===== src/rtl/hilo_pkg.sv =====
// hilo_pkg: shared width, default timeout and FSM encoding for the HI/LO controller.
package hilo_pkg;
  localparam int DATA_W = 32;
  localparam int TIMEOUT_CYCLES_DEF = 40;
  typedef enum logic [2:0] {
    IDLE    = 3'd0,
    LAUNCH  = 3'd1,
    WAIT    = 3'd2,
    CAPTURE = 3'd3,
    ABORT   = 3'd4
  } state_e;
endpackage


===== src/rtl/hilo_regs.sv =====
// hilo_regs: architectural HI/LO register pair with independent writes.
// HILO_BYPASS_EN forwards write data to the outputs in the write cycle.
module hilo_regs
  import hilo_pkg::*;
(
  input  logic              clk,
  input  logic              reset,
  input  logic              hi_we,
  input  logic              lo_we,
  input  logic [DATA_W-1:0] hi_wd,
  input  logic [DATA_W-1:0] lo_wd,
  output logic [DATA_W-1:0] hi,
  output logic [DATA_W-1:0] lo
);
  logic [DATA_W-1:0] hi_q, lo_q;
  always_ff @(posedge clk) begin
    if (!reset) begin
      hi_q <= '0;
      lo_q <= '0;
    end else begin
      if (hi_we) hi_q <= hi_wd;
      if (lo_we) lo_q <= lo_wd;
    end
  end
`ifdef HILO_BYPASS_EN
  assign hi = hi_we ? hi_wd : hi_q;
  assign lo = lo_we ? lo_wd : lo_q;
`else
  assign hi = hi_q;
  assign lo = lo_q;
`endif
endmodule


===== src/rtl/hilo_ctrl.sv =====
// hilo_ctrl: launches a multiply, waits for the result with a timeout and owns HI/LO.
// Define HILO_BYPASS_EN to make HI/LO writes visible combinationally in the write cycle.
module hilo_ctrl
  import hilo_pkg::*;
#(
  parameter int TIMEOUT_CYCLES = TIMEOUT_CYCLES_DEF,
  parameter int CNT_W          = 6
) (
  input  logic              clk,
  input  logic              reset,
  input  logic              op_mult,
  input  logic              op_mthi,
  input  logic              op_mtlo,
  input  logic [DATA_W-1:0] wdata,
  input  logic              mult_end,
  input  logic [DATA_W-1:0] mult_high,
  input  logic [DATA_W-1:0] mult_low,
  output logic              mult_start,
  output logic [DATA_W-1:0] hi,
  output logic [DATA_W-1:0] lo,
  output logic              busy,
  output logic              done,
  output logic              err
);
  state_e             state_q, state_d;
  logic [CNT_W-1:0]   cnt_q, cnt_d;
  logic               armed_q, armed_d;
  logic               start_q, done_q, err_q, err_d;
  logic               hi_we, lo_we;
  logic [DATA_W-1:0]  hi_wd, lo_wd;
  always_comb begin
    state_d = state_q;
    cnt_d   = cnt_q;
    armed_d = armed_q;
    err_d   = err_q;
    hi_we   = 1'b0;
    lo_we   = 1'b0;
    hi_wd   = wdata;
    lo_wd   = wdata;
    case (state_q)
      IDLE: begin
        if (op_mult) begin
          state_d = LAUNCH;
          err_d   = 1'b0;
        end else begin
          hi_we = op_mthi;
          lo_we = op_mtlo;
        end
      end
      LAUNCH: begin
        armed_d = 1'b0;
        cnt_d   = '0;
        state_d = WAIT;
      end
      WAIT: begin
        // a stale done level from the previous op must drop before it can count
        cnt_d   = &cnt_q ? cnt_q : cnt_q + 1'b1;
        armed_d = armed_q | ~mult_end;
        state_d = (armed_q && mult_end) ? CAPTURE
                : (cnt_q == CNT_W'(TIMEOUT_CYCLES - 1)) ? ABORT : WAIT;
      end
      CAPTURE: begin
        hi_we   = 1'b1;
        lo_we   = 1'b1;
        hi_wd   = mult_high;
        lo_wd   = mult_low;
        state_d = IDLE;
      end
      ABORT: begin
        err_d   = 1'b1;
        state_d = IDLE;
      end
      default: state_d = IDLE;
    endcase
  end
  always_ff @(posedge clk) begin
    if (!reset) begin
      state_q <= IDLE;
      cnt_q   <= '0;
      armed_q <= 1'b0;
      start_q <= 1'b0;
      done_q  <= 1'b0;
      err_q   <= 1'b0;
    end else begin
      state_q <= state_d;
      cnt_q   <= cnt_d;
      armed_q <= armed_d;
      start_q <= state_d == LAUNCH;
      done_q  <= state_q == CAPTURE;
      err_q   <= err_d;
    end
  end
  assign mult_start = start_q;
  assign done       = done_q;
  assign err        = err_q;
  assign busy       = state_q != IDLE;
  hilo_regs u_regs (
    .clk   (clk),
    .reset (reset),
    .hi_we (hi_we),
    .lo_we (lo_we),
    .hi_wd (hi_wd),
    .lo_wd (lo_wd),
    .hi    (hi),
    .lo    (lo)
  );
endmodule


===== config.mk =====
export PLATFORM = sky130hd
export DESIGN_NAME = hilo_ctrl
export DESIGN_NICKNAME = d
export VERILOG_FILES = /design/src/rtl/hilo_pkg.sv /design/src/rtl/hilo_regs.sv /design/src/rtl/hilo_ctrl.sv
export SDC_FILE = /design/constraint.sdc
export NUM_CORES = 1
export LEC_CHECK = 0
export ABC_AREA = 1
export ABC_CLOCK_PERIOD_IN_PS = 3300
export CAP_MARGIN = 0
export CORE_ASPECT_RATIO = 0.9
export CORE_MARGIN = 4
export CORE_UTILIZATION = 42
export CTS_CLUSTER_SIZE = 14
export DETAILED_ROUTE_END_ITERATION = 8
export PLACE_DENSITY = 0.83
export SLEW_MARGIN = 20
export SYNTH_ARGS = -nofsm -noshare
export SYNTH_HDL_FRONTEND = slang
export SYNTH_SLANG_ARGS = --single-unit

===== constraint.sdc =====
create_clock -name clk -period 3.3 [get_ports clk]
set_input_delay 0.495 -clock clk [delete_from_list [all_inputs] [get_ports clk]]
set_output_delay 0.495 -clock clk [all_outputs]
set_load 0.02 [all_outputs]

==> results.md, run 1 <==
* Rel. slew slack at 0.455
* Setup TNS at 0 ns
* Drt pass-1 iters at 5
* Register area share after synthesis at 0.451
* Status: complete, no violations
* Vias per Instance at 5.35
* Unrepaired setup endpoints after global routing: false
* #FFs+latches synth at 77
* Buffers on Ports at 169
* Syn. warnings at 0
* Reg2Reg Setup Slack at 1.31 ns
* WHS Path Cells at 2
* Final Hold Vio Count at 0
* Final Cell Area at 0.00531 mm^2
* MaxCap Viol Count at 0
* 1st-iter DRT viols at 210
* Routed len/inst at 16.0 um
* Worst endpoint required time at 3.52 ns
* Hold path start: err
* Period utilization at 0.676
* Post-DP HPWL at 8.40 mm
* GR Overflow Total at 0
* Cell chosen for the clock root: clkbuf_8
* Synth Area in Compound Gates at 0.141
* Max-slew violations at 0
* Clk buf depth at 2
* Worst Max-Slew Pin Slew at 0.815 ns
* Worst setup path class: in -> reg
* Fin crit period at 2.23 ns
* Hold WC Path Type: reg -> reg
* Cts repair resizes at 0
* First-pass GRT wire length at 18.2 mm
* GRT Total Usage at 0.234
* Final setup vio count at 0
* Largest net degree at the start of global routing at 43
* Worst skew pair latency at 0.33 ns
* Gate Count Post-Synth at 466
* Peak VDD IR at 0.255 mV
* IO Pins at 170
* CTS tree: yes
* Critical Path Sink Type: flop
* R2R depth at 7
* Post-synthesis adder-cell area fraction at 0.00366
* Main combinational cell family by area after synthesis: simple AND/OR/NAND/NOR gates
* DRC at 0
* # diodes at 0
* Via count at 3,855
* Cell Rows at 30
* Share of cells above drive strength 1 at 0.0544
* Overall power at 2260 uW
* CP Max Fanout at 33
* GPL Wtd Cong at 0.832
* DRT Wirelength at 11.5 mm
* Pwr dens at 426 mW/mm^2
* Number of setup buffers added after CTS at 0
* Post-synthesis mux area share at 0
* Leak at 0.00188 uW
* Chip width at 103 um
* Die height at 93.6 um
* Hold path endpoint: err
* Final net count at 724
* Clock slew at reported path FFs at 0.08 ns
* Reg-to-reg startpoint: state_q[2]
* Starting Density at 0.442
* Syn_nets at 569
* Achievable Freq at 448 MHz
* Post-synthesis cell area at 0.00342 mm^2
* Post-cts hold buffer count at 0
* Data arrival, critical path at 2.45 ns
* Netlist cell types at 29
* Worst clock skew at 0.00683 ns
* Total CTS buffers at 9
* ANT nets after route at 0
* Mean post-synth cell area at 7.34 um^2
* Simple-gate area share of the yosys netlist at 0.324
* CP Launch Type: input port
* Vias in the first global route at 3,835
* RR Endpoint: u_regs.hi[29]
* Total core area at 0.00773 mm^2
* Htree depth at 3
* Placed Area at 0.00510 mm^2
* Initial antenna violation count at 0
* Total Die Area at 0.00965 mm^2
* Area growth syn-to-layout at 55.3%
* XOR/XNOR share of the synthesized area at 0.00256
* TritonCTS Sinks at 77
[stage by stage]
stage	hold slack, ns	setup slack [ns]	util	cells
4_1_cts	0.475	1.06	0.687	721
5_1_grt	0.496	0.846	0.687	721
3_5_place_dp	0.463	0.720	0.659	706
3_3_place_gp	0.449	0.805	0.659	706
6_report	0.469	1.07	0.687	721
2_1_floorplan	0.472	1.94	-	466
[cell families after synthesis]
kind of cell,after synthesis
AOI/OAI and AO/OA,79
and+or+nand+nor,253
DFF,77
buffers and inverters,55
adders and majority gates,1
xor gates and xnor gates,1
[cells in the mapped netlist, drive strengths merged]
master    n  area [um^2]
o21ai     7         35.0
clkbuf    6         22.5
a21oi     9         45.0
nand4     1         6.26
o211ai    1         7.51
nor2     37          178
dfxtp    77         1540
ha        1         12.5
o21ba     1         10.0
o31ai     1         7.51
inv      25         96.4
nor3      4         20.0
o21bai    2         15.0
nand2   160          601
a31oi    58          363
nor3b     6         60.1
buf      24          149
xor2      1         8.76
nand3    45          243
[critical path, stage by stage]
cell             delay (ns)
clkdlybuf4s50_1        0.48
inv_1                  0.05
nand2_1                0.16
nor2_8                 0.13
nor2_4                 0.62
inv_1                  0.19
o21ai_0                0.23
nor2_1                 0.07
[where the power goes]
part / leakage [uW] / internal (uW) / switching, uW
clock: 0.000105 / 442 / 332
combinational: 0.00115 / 242 / 234
sequential: 0.000628 / 982 / 32.9
total: 0.00188 / 1670 / 599
[worst max path at each step]
| stage | start | cells past startpoint | end | slack (ns) |
|---|---|---|---|---|
| 2_1_floorplan | op_mult | 7 | u_regs.hi[26] | 1.94 |
| 3_5_place_dp | op_mult | 8 | u_regs.hi[29] | 0.72 |
| 5_1_grt | op_mult | 8 | u_regs.hi[29] | 0.85 |
| 4_1_cts | op_mult | 8 | u_regs.hi[29] | 1.06 |
| 3_3_place_gp | op_mult | 8 | u_regs.hi[6] | 0.81 |
| 6_report | op_mult | 8 | u_regs.hi[29] | 1.07 |
[sequential cells by signal, indices dropped and copies added, names as in the netlist]
| name | count |
|---|---|
| u_regs.hi | 32 |
| u_regs.lo | 32 |
| cnt_q | 6 |
| state_q | 3 |
| armed_q | 1 |
| done | 1 |
| err | 1 |
| mult_start | 1 |
[cell usage in the layout (no fill, tap or decap), drive strengths merged]
cell type,n
clkdlybuf4s50,169
nand2,160
dfxtp,77
a31oi,58
nand3,45
nor2,37
inv,25
clkbuf,11
a21oi,9
o21ai,7
nor3b,6
buf,5
nor3,4
o21bai,2
bufinv,2
nand4,1
o211ai,1
xor2,1
o21ba,1
o31ai,1
ha,1
clkinv,1
clkinvlp,1
[area by class of cell]
class	count	area, um^2
Fill cell	669	2420
Timing Repair Buffer	174	1730
Tap cell	96	120
Inverter	25	96.3
Sequential cell	77	1540
Multi-Input combinational cell	334	1610
Clock buffer	11	141
Clock inverter	4	72.6
[routing by layer]
layer | part of all wire | wire length (um) | track usage
met1 | 0.39 | 4520 | 0.294
met2 | 0.49 | 5660 | 0.393
met3 | 0.098 | 1130 | 0.0522
met5 | 0 | 0 | 0
met4 | 0.017 | 199 | 0.0809
No activity file was read; power rests on OpenSTA's default activity.
==> inputs of run 2 (changes only) <==
--- a/config.mk
+++ b/config.mk
@@ -6,14 +6,14 @@
 export NUM_CORES = 1
 export LEC_CHECK = 0
 export ABC_AREA = 1
-export ABC_CLOCK_PERIOD_IN_PS = 3300
+export ABC_CLOCK_PERIOD_IN_PS = 2200
 export CAP_MARGIN = 0
 export CORE_ASPECT_RATIO = 0.9
 export CORE_MARGIN = 4
-export CORE_UTILIZATION = 42
+export CORE_UTILIZATION = 40
 export CTS_CLUSTER_SIZE = 14
 export DETAILED_ROUTE_END_ITERATION = 8
-export PLACE_DENSITY = 0.83
+export PLACE_DENSITY = 0.8
 export SLEW_MARGIN = 20
 export SYNTH_ARGS = -nofsm -noshare
 export SYNTH_HDL_FRONTEND = slang
==> constraint.sdc (replaced) <==
create_clock -name clk -period 2.2 [get_ports clk]
set_input_delay 0.33 -clock clk [delete_from_list [all_inputs] [get_ports clk]]
set_output_delay 0.33 -clock clk [all_outputs]
set_load 0.02 [all_outputs]
==> results.md, run 2 (synthesis gave the netlist of run 1 again) <==
* Status: complete, no violations
* Max-slew violations at 0
* Chip width at 105 um
* ANT nets after route at 0
* Period utilization at 0.862
* Critical Path Sink Type: output pin
* First-pass GRT wire length at 17.3 mm
* Area growth syn-to-layout at 58.4%
* GPL Wtd Cong at 0.852
* Starting Density at 0.418
* Cts repair resizes at 0
* Unrepaired setup endpoints after global routing: false
* CP Launch Type: flop
* Worst setup path class: reg -> out
* Final net count at 729
* WHS at 0.466 ns
* Worst Max-Slew Pin Slew at 0.463 ns
* Final setup vio count at 0
* Largest net degree at the start of global routing at 44
* Achievable Freq at 527 MHz
* Worst skew pair latency at 0.34 ns
* Total CTS buffers at 9
* Buffers on Ports at 169
* DRT Wirelength at 11.2 mm
* Htree depth at 3
* Cell Rows at 31
* Number of setup buffers added after CTS at 0
* DRC at 0
* Fin crit period at 1.90 ns
* Leak at 0.00193 uW
* 1st-iter DRT viols at 222
* Rel. slew slack at 0.690
* Worst clock skew at 0.0101 ns
* Pwr dens at 642 mW/mm^2
* Post-cts hold buffer count at 0
* TritonCTS Sinks at 77
* Utilization after layout at 0.662
* Final Hold Vio Count at 0
* Routed len/inst at 15.0 um
* Hold WC Path Type: reg -> reg
* Total Die Area at 0.0101 mm^2
* Worst endpoint required time at 1.87 ns
* Data arrival, critical path at 1.57 ns
* Drt pass-1 iters at 5
* Post-DP HPWL at 8.13 mm
* Commonest cells after routing, fill and taps aside: 169 x clkdlybuf4s50_1, 160 x nand2_1, 77 x dfxtp_1, 58 x a31oi_1, 43 x nand3_1
* Vias in the first global route at 3,689
* Clock slew at reported path FFs at 0.08 ns
* Share of cells above drive strength 1 at 0.0635
* Peak VDD IR at 0.307 mV
* IO Pins at 170
* Leading cell type in the layout, fill and taps excluded: clkdlybuf4s50_1
* Initial antenna violation count at 0
* GR Overflow Total at 0
* Clk buf depth at 2
* CTS tree: yes
* Total core area at 0.00818 mm^2
* Setup TNS at 0 ns
* Vias per Instance at 5.15
* # diodes at 0
* Cell chosen for the clock root: clkbuf_8
* Fill cells at 705
* GRT Total Usage at 0.211
* MaxCap Viol Count at 0
* CP Max Fanout at 4
* Die height at 95.7 um
* Via count at 3,838
-- run 2: path summary, 6_finish.rpt --
kind,start,end,slack (ns),depth (start not counted)
worst max register to register,state_q[1],u_regs.lo[31],0.49,6
worst min register to register,err,err,0.47,2
worst min-delay path,err,err,0.47,2
worst max-delay path,state_q[1],busy,0.30,3
-- run 2: worst max-delay path, cell delays in order, from the launching register on --
cell             delay (ns)
dfxtp_1                0.41
inv_2                  0.08
nand3_4                0.11
clkdlybuf4s50_1        0.62
-- run 2: power by group --
part / internal [uW] / leakage (uW) / switching [uW] / total [uW]
sequential: 1470 / 0.000628 / 47.7 / 1520
combinational: 378 / 0.00119 / 354 / 732
clock: 726 / 0.000115 / 498 / 1220
-- run 2: area by class of cell --
| type | count | area (um^2) | share of cell area |
|---|---|---|---|
| Inverter | 25 | 96.3 | 0.0178 |
| Timing Repair Buffer | 179 | 1790 | 0.331 |
| Clock buffer | 12 | 165 | 0.0305 |
| Multi-Input combinational cell | 334 | 1610 | 0.297 |
| Clock inverter | 3 | 67.6 | 0.0125 |
| Tap cell | 115 | 144 | 0.0266 |
| Sequential cell | 77 | 1540 | 0.285 |
-- run 2: per-stage QoR --
stage	instance area (um^2)	instances	setup slack, ns	total power (uW)
after floorplan	3420	466	0.855	1870
after global placement	5180	730	0.358	2270
after detailed placement	5180	730	0.331	2280
after CTS	5420	745	0.271	3510
after global routing	5420	745	0.233	3620
final	5420	745	0.304	3480
-- run 2: metal layers --
metal,up-vias,share of wire,global-route usage
met1,1733,0.43,0.265
li1,1877,-,-
met3,22,0.087,0.0537
met4,0,0.019,0.0907
met5,-,0,0
met2,206,0.47,0.348
==> inputs of run 3 (changes only) <==
--- a/config.mk
+++ b/config.mk
@@ -10,10 +10,12 @@
 export CAP_MARGIN = 0
 export CORE_ASPECT_RATIO = 0.9
 export CORE_MARGIN = 4
-export CORE_UTILIZATION = 40
+export CORE_UTILIZATION = 42
 export CTS_CLUSTER_SIZE = 14
 export DETAILED_ROUTE_END_ITERATION = 8
-export PLACE_DENSITY = 0.8
+export DONT_BUFFER_PORTS = 1
+export HOLD_SLACK_MARGIN = 0.06
+export SKIP_LAST_GASP = 1
 export SLEW_MARGIN = 20
 export SYNTH_ARGS = -nofsm -noshare
 export SYNTH_HDL_FRONTEND = slang
==> results.md, run 3 (synthesis gave the netlist of run 1 again) <==
* Worst path cell trace: inv_2, nand3_4, nor2_8, nor2_4, inv_1, o21ai_0, nor2_1
* Total CTS buffers at 9
* CP Max Fanout at 33
* WHS at 0.101 ns
* Htree depth at 3
* Status: complete, no violations
* Number of setup buffers added after CTS at 0
* Data arrival, critical path at 2.17 ns
* Max-slew violations at 0
* Hold WC Path Type: in -> reg
* Worst skew pair latency at 0.35 ns
* GRT Total Usage at 0.204
* Cell chosen for the clock root: clkbuf_8
* 1st-iter DRT viols at 139
* MaxCap Viol Count at 0
* Clk buf depth at 2
* Worst setup path class: reg -> reg
* Share of cells above drive strength 1 at 0.0786
* Total Die Area at 0.00965 mm^2
* Cts repair resizes at 0
* Post-DP HPWL at 6.89 mm
* Chip width at 103 um
* Rel. slew slack at 0.432
* GPL Wtd Cong at 0.814
* Total core area at 0.00773 mm^2
* ANT nets after route at 0
* DRC at 0
* Initial antenna violation count at 0
* Commonest cells after routing, fill and taps aside: 160 x nand2_1, 77 x dfxtp_1, 58 x a31oi_1, 43 x nand3_1, 33 x nor2_1
* Starting Density at 0.442
* Fin crit period at 1.93 ns
* Setup TNS at 0 ns
* Buffers on Ports at 0
* Vias per Instance at 5.59
* Period utilization at 0.879
* Die height at 93.6 um
* Overall power at 2970 uW
* TritonCTS Sinks at 77
* Peak VDD IR at 0.264 mV
* Worst path slowest cell: nor2_4
* # diodes at 0
* GR Overflow Total at 0
* Drt pass-1 iters at 4
* Cell Rows at 30
* Largest net degree at the start of global routing at 45
* IO Pins at 170
* Leading cell type in the layout, fill and taps excluded: nand2_1
* DP Worst Slack at 0.259 ns
* Worst clock skew at 0.00738 ns
* Area growth syn-to-layout at 5.93%
* CTS tree: yes
* Routed len/inst at 17.7 um
* Fill cells at 795
* Final net count at 557
* Worst Max-Slew Pin Slew at 0.849 ns
* Unrepaired setup endpoints after global routing: false
* Pwr dens at 820 mW/mm^2
* Final setup vio count at 0
* Vias in the first global route at 3,085
* Critical Path Sink Type: flop
* First-pass GRT wire length at 15.3 mm
* Worst endpoint required time at 2.44 ns
* Via count at 3,096
* DRT Wirelength at 9.83 mm
* Achievable Freq at 517 MHz
* CP Launch Type: flop
* Fin worst setup slack at 0.267 ns
* Final Hold Vio Count at 0
* Leak at 0.00125 uW
* Clock slew at reported path FFs at 0.09 ns
* Post-cts hold buffer count at 0
* Worst stage delay on the critical path at 0.65 ns
## run 3: worst paths after layout
check                                 from  slack [ns]  cells past startpoint             to
worst max-delay path            state_q[1]        0.27                      7  u_regs.hi[13]
worst min-delay path                 reset        0.10                      2  u_regs.lo[31]
worst max register to register  state_q[1]        0.27                      7  u_regs.hi[13]
worst min register to register     armed_q        0.51                      2     state_q[0]
## run 3: stage by stage
stage	cell area, um^2	instances	utilization
global placement	3430	539	0.444
detailed placement	3430	539	0.444
global route	3620	554	0.469
finish	3620	554	0.469
CTS	3620	554	0.469
floorplan	3420	466	-
## run 3: cell type report
cell class,count,area (um^2),share of cell area
Timing Repair Buffer,7,65.1,0.0180
Multi-Input combinational cell,334,1610,0.445
Tap cell,96,120,0.0331
Clock buffer,10,128,0.0352
Sequential cell,77,1540,0.425
Clock inverter,5,61.3,0.0169
Inverter,25,96.3,0.0266
## run 3: worst max-delay path: cells and delay by family, from the launching register on
kind | cells | cell delay, ns
AO/OA/AOI/OAI | 1 | 0.21
buffers and inverters | 2 | 0.29
flip-flops | 1 | 0.41
AND/OR/NAND/NOR | 4 | 0.91
## run 3: layer usage
metal  track usage  vias to the layer above  wire length (um)
met4        0.0777                        0               167
met3        0.0917                       15              1250
met5             0                        -                 0
met1         0.245                     1401              3940
li1              -                     1528                 -
met2         0.316                      152              4470
## run 3: where the power goes
| part | total (uW) | switching [uW] | internal (uW) |
|---|---|---|---|
| clock | 1060 | 539 | 522 |
| combinational | 285 | 190 | 94.8 |
| sequential | 1620 | 150 | 1470 |
